### src/rtl/ps_responder_pkg.sv
// ============================================================================
// Package    : ps_pkg
// Description: Shared types, defaults and phase-wrap helper for ps_responder.
// Revision   : 1.0 - initial release
// ============================================================================
`default_nettype none

package ps_pkg;

  // Responder sequencing states
  typedef enum logic [1:0] {
    IDLE     = 2'd0,
    SHIFTING = 2'd1,
    DONE     = 2'd2
  } ps_state_t;

  localparam int PS_DEFAULT_LATENCY = 12;
  localparam int PS_DEFAULT_STEPS   = 56;

  // Width of the phase position and of the latency down-counter
  localparam int PS_PHASE_W = 6;
  localparam int PS_CNT_W   = 8;

  // One step of the phase position with compare-and-wrap at both ends.
  // 'last' is the highest legal position (NUM_STEPS-1).
  function automatic logic [PS_PHASE_W-1:0] ps_step_phase(
    input logic [PS_PHASE_W-1:0] pos,
    input logic                  inc,
    input logic [PS_PHASE_W-1:0] last
  );
    logic [PS_PHASE_W-1:0] nxt;
    if (inc) begin
      nxt = (pos == last) ? '0 : pos + 1'b1;
    end else begin
      nxt = (pos == '0) ? last : pos - 1'b1;
    end
    return nxt;
  endfunction

endpackage

`default_nettype wire

### src/rtl/ps_responder_if.sv
// ============================================================================
// Interface  : ps_responder_if
// Description: Phase-shift request/completion bundle between a requester
//              (master) and ps_responder (slave).
// Revision   : 1.0 - initial release
// ============================================================================
`default_nettype none

interface ps_responder_if;
  import ps_pkg::*;

  logic                  psen;
  logic                  psincdec;
  logic                  drop_done;
  logic                  psdone;
  logic                  busy;
  logic [PS_PHASE_W-1:0] phase_pos;

  // Requester side: issues strobes, observes completion and position
  modport master (
    output psen,
    output psincdec,
    output drop_done,
    input  psdone,
    input  busy,
    input  phase_pos
  );

  // Responder side
  modport slave (
    input  psen,
    input  psincdec,
    input  drop_done,
    output psdone,
    output busy,
    output phase_pos
  );

endinterface

`default_nettype wire

### src/rtl/ps_responder.sv
// ============================================================================
// Module     : ps_responder
// Description: Phase-shift responder. Accepts a single-cycle psen strobe,
//              completes it LATENCY cycles later with a one-cycle psdone
//              pulse and moves phase_pos one step (wrapping modulo
//              NUM_STEPS). Requests arriving while busy are ignored.
//              Optional macro PS_RESP_ERR_EN adds err_sticky/err_count
//              tracking of requests that arrive while busy.
// Revision   : 1.0 - initial release
// ============================================================================
`default_nettype none

module ps_responder
  import ps_pkg::*;
#(
  parameter int LATENCY   = PS_DEFAULT_LATENCY,  // 2..255
  parameter int NUM_STEPS = PS_DEFAULT_STEPS     // 2..64
) (
  input  wire logic                  clk,
  input  wire logic                  rst_in,
  ps_responder_if.slave              ps
`ifdef PS_RESP_ERR_EN
  ,
  output logic                       err_sticky,
  output logic [7:0]                 err_count
`endif
);

  // The counter is loaded with LATENCY-2: one cycle is spent on the accept
  // edge, and the final edge (counter at zero) moves into DONE, so DONE
  // lands exactly LATENCY cycles after the accepting edge.
  localparam logic [PS_CNT_W-1:0]   LOAD_VAL  = PS_CNT_W'(LATENCY - 2);
  localparam logic [PS_PHASE_W-1:0] LAST_STEP = PS_PHASE_W'(NUM_STEPS - 1);

  ps_state_t             state_q, state_d;
  logic [PS_CNT_W-1:0]   cnt_q, cnt_d;
  logic                  dir_q, dir_d;
  logic                  drop_q, drop_d;
  logic [PS_PHASE_W-1:0] phase_q, phase_d;
  logic                  psdone_q, psdone_d;

  // Next-state, counter and phase update for the request sequencer
  always_comb begin
    state_d  = state_q;
    cnt_d    = cnt_q;
    dir_d    = dir_q;
    drop_d   = drop_q;
    phase_d  = phase_q;
    psdone_d = 1'b0;

    case (state_q)
      IDLE: begin
        if (ps.psen) begin
          state_d = SHIFTING;
          cnt_d   = LOAD_VAL;
          dir_d   = ps.psincdec;
          drop_d  = ps.drop_done;
        end
      end

      SHIFTING: begin
        if (cnt_q == '0) begin
          state_d  = DONE;
          psdone_d = ~drop_q;
          if (!drop_q) begin
            phase_d = ps_step_phase(phase_q, dir_q, LAST_STEP);
          end
        end else begin
          cnt_d = cnt_q - 1'b1;
        end
      end

      DONE: begin
        state_d = IDLE;
      end

      default: begin
        state_d = IDLE;
      end
    endcase
  end

  // State and datapath registers; reset also discards an in-flight request
  always_ff @(posedge clk) begin
    if (rst_in) begin
      state_q  <= IDLE;
      cnt_q    <= '0;
      dir_q    <= 1'b0;
      drop_q   <= 1'b0;
      phase_q  <= '0;
      psdone_q <= 1'b0;
    end else begin
      state_q  <= state_d;
      cnt_q    <= cnt_d;
      dir_q    <= dir_d;
      drop_q   <= drop_d;
      phase_q  <= phase_d;
      psdone_q <= psdone_d;
    end
  end

  assign ps.psdone    = psdone_q;
  assign ps.busy      = (state_q != IDLE);
  assign ps.phase_pos = phase_q;

`ifdef PS_RESP_ERR_EN
  // A strobe seen while a request is outstanding (including DONE)
  logic viol_w;
  assign viol_w = ps.psen && (state_q != IDLE);

  logic       err_sticky_q;
  logic [7:0] err_count_q;

  // Sticky violation flag and saturating violation counter
  always_ff @(posedge clk) begin
    if (rst_in) begin
      err_sticky_q <= 1'b0;
      err_count_q  <= 8'd0;
    end else if (viol_w) begin
      err_sticky_q <= 1'b1;
      if (err_count_q != 8'hFF) begin
        err_count_q <= err_count_q + 8'd1;
      end
    end
  end

  assign err_sticky = err_sticky_q;
  assign err_count  = err_count_q;
`endif

endmodule

`default_nettype wire

### src/flat_wrapper.sv
// flat-port wrapper written by rule: the top's interface ports become plain ports
module ps_responder_flat import ps_pkg::*;
#(
  parameter int LATENCY   = PS_DEFAULT_LATENCY,           
  parameter int NUM_STEPS = PS_DEFAULT_STEPS             
)
  (clk, rst_in, ps_psen, ps_psincdec, ps_drop_done, ps_psdone, ps_busy, ps_phase_pos);
  ps_responder_if ps_i ();
  input  wire logic clk;
  input  wire logic rst_in;
  input wire logic [$bits(ps_i.psen)-1:0] ps_psen;
  input wire logic [$bits(ps_i.psincdec)-1:0] ps_psincdec;
  input wire logic [$bits(ps_i.drop_done)-1:0] ps_drop_done;
  output wire logic [$bits(ps_i.psdone)-1:0] ps_psdone;
  output wire logic [$bits(ps_i.busy)-1:0] ps_busy;
  output wire logic [$bits(ps_i.phase_pos)-1:0] ps_phase_pos;
  assign ps_i.psen = ps_psen;
  assign ps_i.psincdec = ps_psincdec;
  assign ps_i.drop_done = ps_drop_done;
  assign ps_psdone = ps_i.psdone;
  assign ps_busy = ps_i.busy;
  assign ps_phase_pos = ps_i.phase_pos;
  ps_responder #(.LATENCY(LATENCY), .NUM_STEPS(NUM_STEPS)) u_core (.clk(clk), .rst_in(rst_in), .ps(ps_i));
endmodule
### config.mk
export PLATFORM = sky130hd
export DESIGN_NAME = ps_responder_flat
export DESIGN_NICKNAME = d
export VERILOG_FILES = /design/src/rtl/ps_responder_pkg.sv /design/src/rtl/ps_responder_if.sv /design/src/rtl/ps_responder.sv /design/src/flat_wrapper.sv
export SDC_FILE = /design/constraint.sdc
export NUM_CORES = 1
export LEC_CHECK = 0
export BUFFER_PORTS_ARGS = -buffer_cell sky130_fd_sc_hd__buf_2
export CAP_MARGIN = 20
export CORE_ASPECT_RATIO = 0.8
export CORE_MARGIN = 4
export CORE_UTILIZATION = 55
export CTS_CLUSTER_DIAMETER = 100
export CTS_CLUSTER_SIZE = 28
export DETAILED_ROUTE_END_ITERATION = 6
export PLACE_DENSITY = 0.73
export SLEW_MARGIN = 20
export SYNTH_ARGS = -nofsm -noshare
export SYNTH_HDL_FRONTEND = slang
export SYNTH_SLANG_ARGS = --single-unit
### constraint.sdc
create_clock -name clk -period 2.6 [get_ports clk]
set_clock_uncertainty 0.15 [all_clocks]
set_input_delay 0.52 -clock clk [delete_from_list [all_inputs] [get_ports clk]]
set_output_delay 0.52 -clock clk [all_outputs]
set_load 0.02 [all_outputs]
======== After elaboration in Yosys (flattened, before gate mapping) ========
Cells that the tools add are included.
storage, ports and cells
  bits in registers ....................... 19
  input port bits ......................... 5
cells by class
  add/sub/neg operators ................... 3
  equality and inequality tests ........... 5
  mux-type cells .......................... 9
  bitwise operators ....................... 3
  reduce and logical (&&, ||, !) cells .... 10
operators with widths
  cell                   count
  $mux W6                3
  $mux W8                2
  $pmux W8 S2            1
  $logic_not A8 Y1       1
  $sub A8 B1 Y8 const B  1
  $add A6 B1 Y6 const B  1
  $eq A6 B6 Y1 const B   1
  $logic_not A6 Y1       1
  $reduce_and A3 Y1      2
  $sub A6 B1 Y6 const B  1
  $mux W2                2
  $ne A2 B2 Y1 const B   2
  $pmux W2 S2            1
  $reduce_and A2 Y1      2
  $reduce_bool A2 Y1     2
  $not A1 Y1             3
  $reduce_or A3 Y1       1
  $eq A2 B1 Y1 const B   1
  $logic_not A2 Y1       1
  $ne A2 B1 Y1 const B   1

======== Longest topological paths before layout ========
  depth in word-level cells ............... 3
  mapped depth ............................ 7
  depth with buffers taken out ............ 6

======== Least setup slack after synthesis ========
OpenSTA, ideal clock, no wires.
  kind .................................... register -> register
  from .................................... register u_core.cnt_q[0]
  to ...................................... register u_core.phase_q[5] (netlist: u_core.ps.phase_pos[5])
  library setup time ...................... 0.074 ns
  arrival time ............................ 2.026 ns
  data required time ...................... 2.376 ns
  path slack .............................. 0.350 ns
  cell stages (with the launch flop) ...... 8
  buffers on the path ..................... 1
  period minus slack after synthesis ...... 2.250 ns
  cell sequence ........................... dfxtp_1 > inv_1 > ha_1 > or3b_2 > or4_4 > buf_6 > a2111o_1 > a31oi_1
on the way
  longest elaborated chain between the ends .. 2
RTL lines
  item                         RTL line            text
  start: declaration           ps_responder.sv:36  logic [PS_CNT_W-1:0] cnt_q, cnt_d;
  start signal: assignment     ps_responder.sv:94  cnt_q <= cnt_d;
  $logic_not A8 Y1             ps_responder.sv:62  if (cnt_q == '0) begin
  $reduce_and A3 Y1 (no line)  --
  end signal: assignment       ps_responder.sv:97  phase_q <= phase_d;
  end: declaration             ps_responder.sv:39  logic [PS_PHASE_W-1:0] phase_q, phase_d;
Every way passes these cells.
A chain may end at the register's enable or synchronous reset.

======== Worst setup path in the final report ========
  from .................................... register u_core.cnt_q[0]
  to ...................................... register u_core.phase_q[3] (netlist: u_core.ps.phase_pos[3])
Same word-level chain as after synthesis.

==> metrics.txt <==
status complete, no violations; Iter 0 DRT Violations 24; Worst VDD drop about 0.52 mV; Setup Fix Bufs, Post-CTS 0; Inserted Clock Buffers 3; gr ovfl total 0; Cell Pwr Density ~730 nW/µm²; met3 GRT Util 5.05%; Layout Cells excl Fill ~170; ys flop type dfxtp_1; initial antenna violation count 0; Fmax ~420 MHz; core region area ~1900 µm²; Worst-Margin Slew 757 ps; worst hold start ps_drop_done; Root Buffer Master clkbuf_4; Ports 13; Worst Setup SP u_core.cnt_q[0]; Via Count ~1100; DRC 0; DP Cell Count 162; all-layer global routing usage between 10% and 20%; Vias/cell 6.46; unrepaired setup endpoints after global routing false; area added between synthesis and finish 7.02%; global placement routability congestion a little over 0.8; CP Max Fanout 12; Ys Warns 0; Mapped Nets 144; Gate Count Post-Synth around 130; post-synthesis cell area between 1000 and 1500 µm²; Top Usage Layer GRT met1; filler instances approximately 180; final worst-path cycle share roughly 92%; reg-to-reg startpoint u_core.cnt_q[0]; Hold Fails Final Rpt 0; Crit Path Class reg2reg; max-slew violations 0; Worst Path Arrival roughly 2500 ps; Antenna Nets Post-Route 0; Yosys cell types 44; final wirelength 2390 µm; Worst Setup End Kind flop; IO buf count 12; initial cell density of the core ~60%; P_leak ~0.47 nW; final core occ 63.0%; fin nets 153; Max Buffers Root-to-Sink 2; CTS resizes 0; met1 Use GR 28.3%; routed length per instance 14.4 µm; clock sinks 19; most common cell after layout, fill and taps aside dfxtp_1; Hold Crit Class in2reg; ANT cells 0; post-DP HPWL 1750 µm; synthesized flop and latch total 19; clk_lat worst skew around 300 ps; first-pass GRT wire length 4170 µm; DR pass1 iterations 4; chip width slightly below 60 µm; WP data required about 2700 ps; most frequent cells in the layout dfxtp_1, a21oi_1, buf_2; row count 14; Setup TNS 0 ps; min cycle time layout ~2400 ps; largest net degree at the start of global routing 18; Rel. slew slack between 40% and 50%; CTS clock-pin slew for the worst setup and hold paths 110 ps; met2 Usage GRT roughly a quarter; Async SR Flop Fraction 0%; max-cap viol count 0; type of origin of the critical path flop; die area about 2800 µm²; final setup fails 0; Post-synth EDFFs 0; vias in the first global route approximately 900; height of the die about 48 µm; CTS tree built; mean post-synth cell area 8.38 µm²; sequential cell area fraction in the yosys report ~34%; share of layout cells above drive strength 1 approximately 18%; H-tree depth 1; CTS Hold Bufs 0
[cells in the mapped netlist, types with 2 or more instances]
cell type  instances  area, µm²
dfxtp_1           19        380
a21oi_1           13       65.1
nor2_1            10       37.5
nand2_1            9       33.8
clkbuf_1           7       26.3
inv_1              6       22.5
ha_1               5       62.6
o21ai_0            5       25.0
nand3_1            4       20.0
nand3b_1           4       30.0
nor4_1             4       25.0
a211oi_1           3       22.5
xnor2_1            3       26.3
a2111o_1           2       22.5
a2111oi_0          2       17.5
a31oi_1            2       12.5
and3_1             2       12.5
mux2i_1            2       20.0
nand2b_1           2       12.5
nand4b_1           2       17.5
nor3_1             2       10.0
nor3b_1            2       15.0
or3_2              2       15.0
or4_4              2       22.5
[where the power goes]
group	switching, mW	leakage (nW)	total (mW)	internal, mW
Sequential	0.0615	0.155	0.391	0.329
Clock	0.0891	0.0150	0.149	0.0597
Combinational	0.185	0.299	0.336	0.151
[metal layers]
metal	up-vias	part of all wire (%)
met1	501	48
met3	2	8.4
li1	523	-
met2	47	43
met5	-	0
met4	0	0.54
[sequential cells by signal (all words and copies together) (netlist names)]
name / flops
u_core.ps.phase_pos: 6
u_core.dir_q: 1
u_core.drop_q: 1
u_core.state_q: 2
u_core.cnt_q: 8
u_core.ps.psdone: 1
[metrics by stage]
stage / setup slack (ps) / power [mW] / cell area (µm²) / hold WS (ps)
after floorplan: 350 / 0.657 / 1120 / 286
after global placement: 278 / 0.717 / 1180 / 300
after detailed placement: 231 / 0.728 / 1180 / 310
after CTS: 200 / 0.878 / 1200 / 300
after global routing: 123 / 0.948 / 1200 / 283
final: 200 / 0.875 / 1200 / 313
[worst paths after layout]
check	endpoint	slack (ps)	cells past startpoint
max	u_core.ps.phase_pos[3]	200	6
min	u_core.drop_q	310	3
max reg2reg	u_core.ps.phase_pos[3]	200	6
min reg2reg	u_core.drop_q	330	2
[logic make-up (layout without fill, tap and decap cells)]
group | Yosys count | count (layout) | synth area share [%]
DFF | 19 | 19 | 33.9
adders and majority gates | 5 | 5 | 5.57
AOI/OAI and AO/OA | 36 | 36 | 21.5
xor gates and xnor gates | 3 | 3 | 2.34
buffers and inverters | 14 | 22 | 5.35
muxes | 2 | 2 | 1.78
and+or+nand+nor | 55 | 55 | 29.6
[worst max-delay path: stages, from the launching register on]
cell and delay (ps):
dfxtp_1 340, inv_1 100, ha_1 160, or3b_2 460, or4_4 580, or3_2 430, o32ai_1 100
[layout make-up]
cell class                 instances  area, µm²  share of cell area, %
clock buffer                       4       26.3                   2.19
sequential                        19        380                   31.6
multi-input combinational        101        683                   56.8
tap                               24       30.0                   2.50
timing repair buffer              12       60.1                   4.99
inverter                           6       22.5                   1.87
Note: power is estimated with default switching activity, not from simulation.
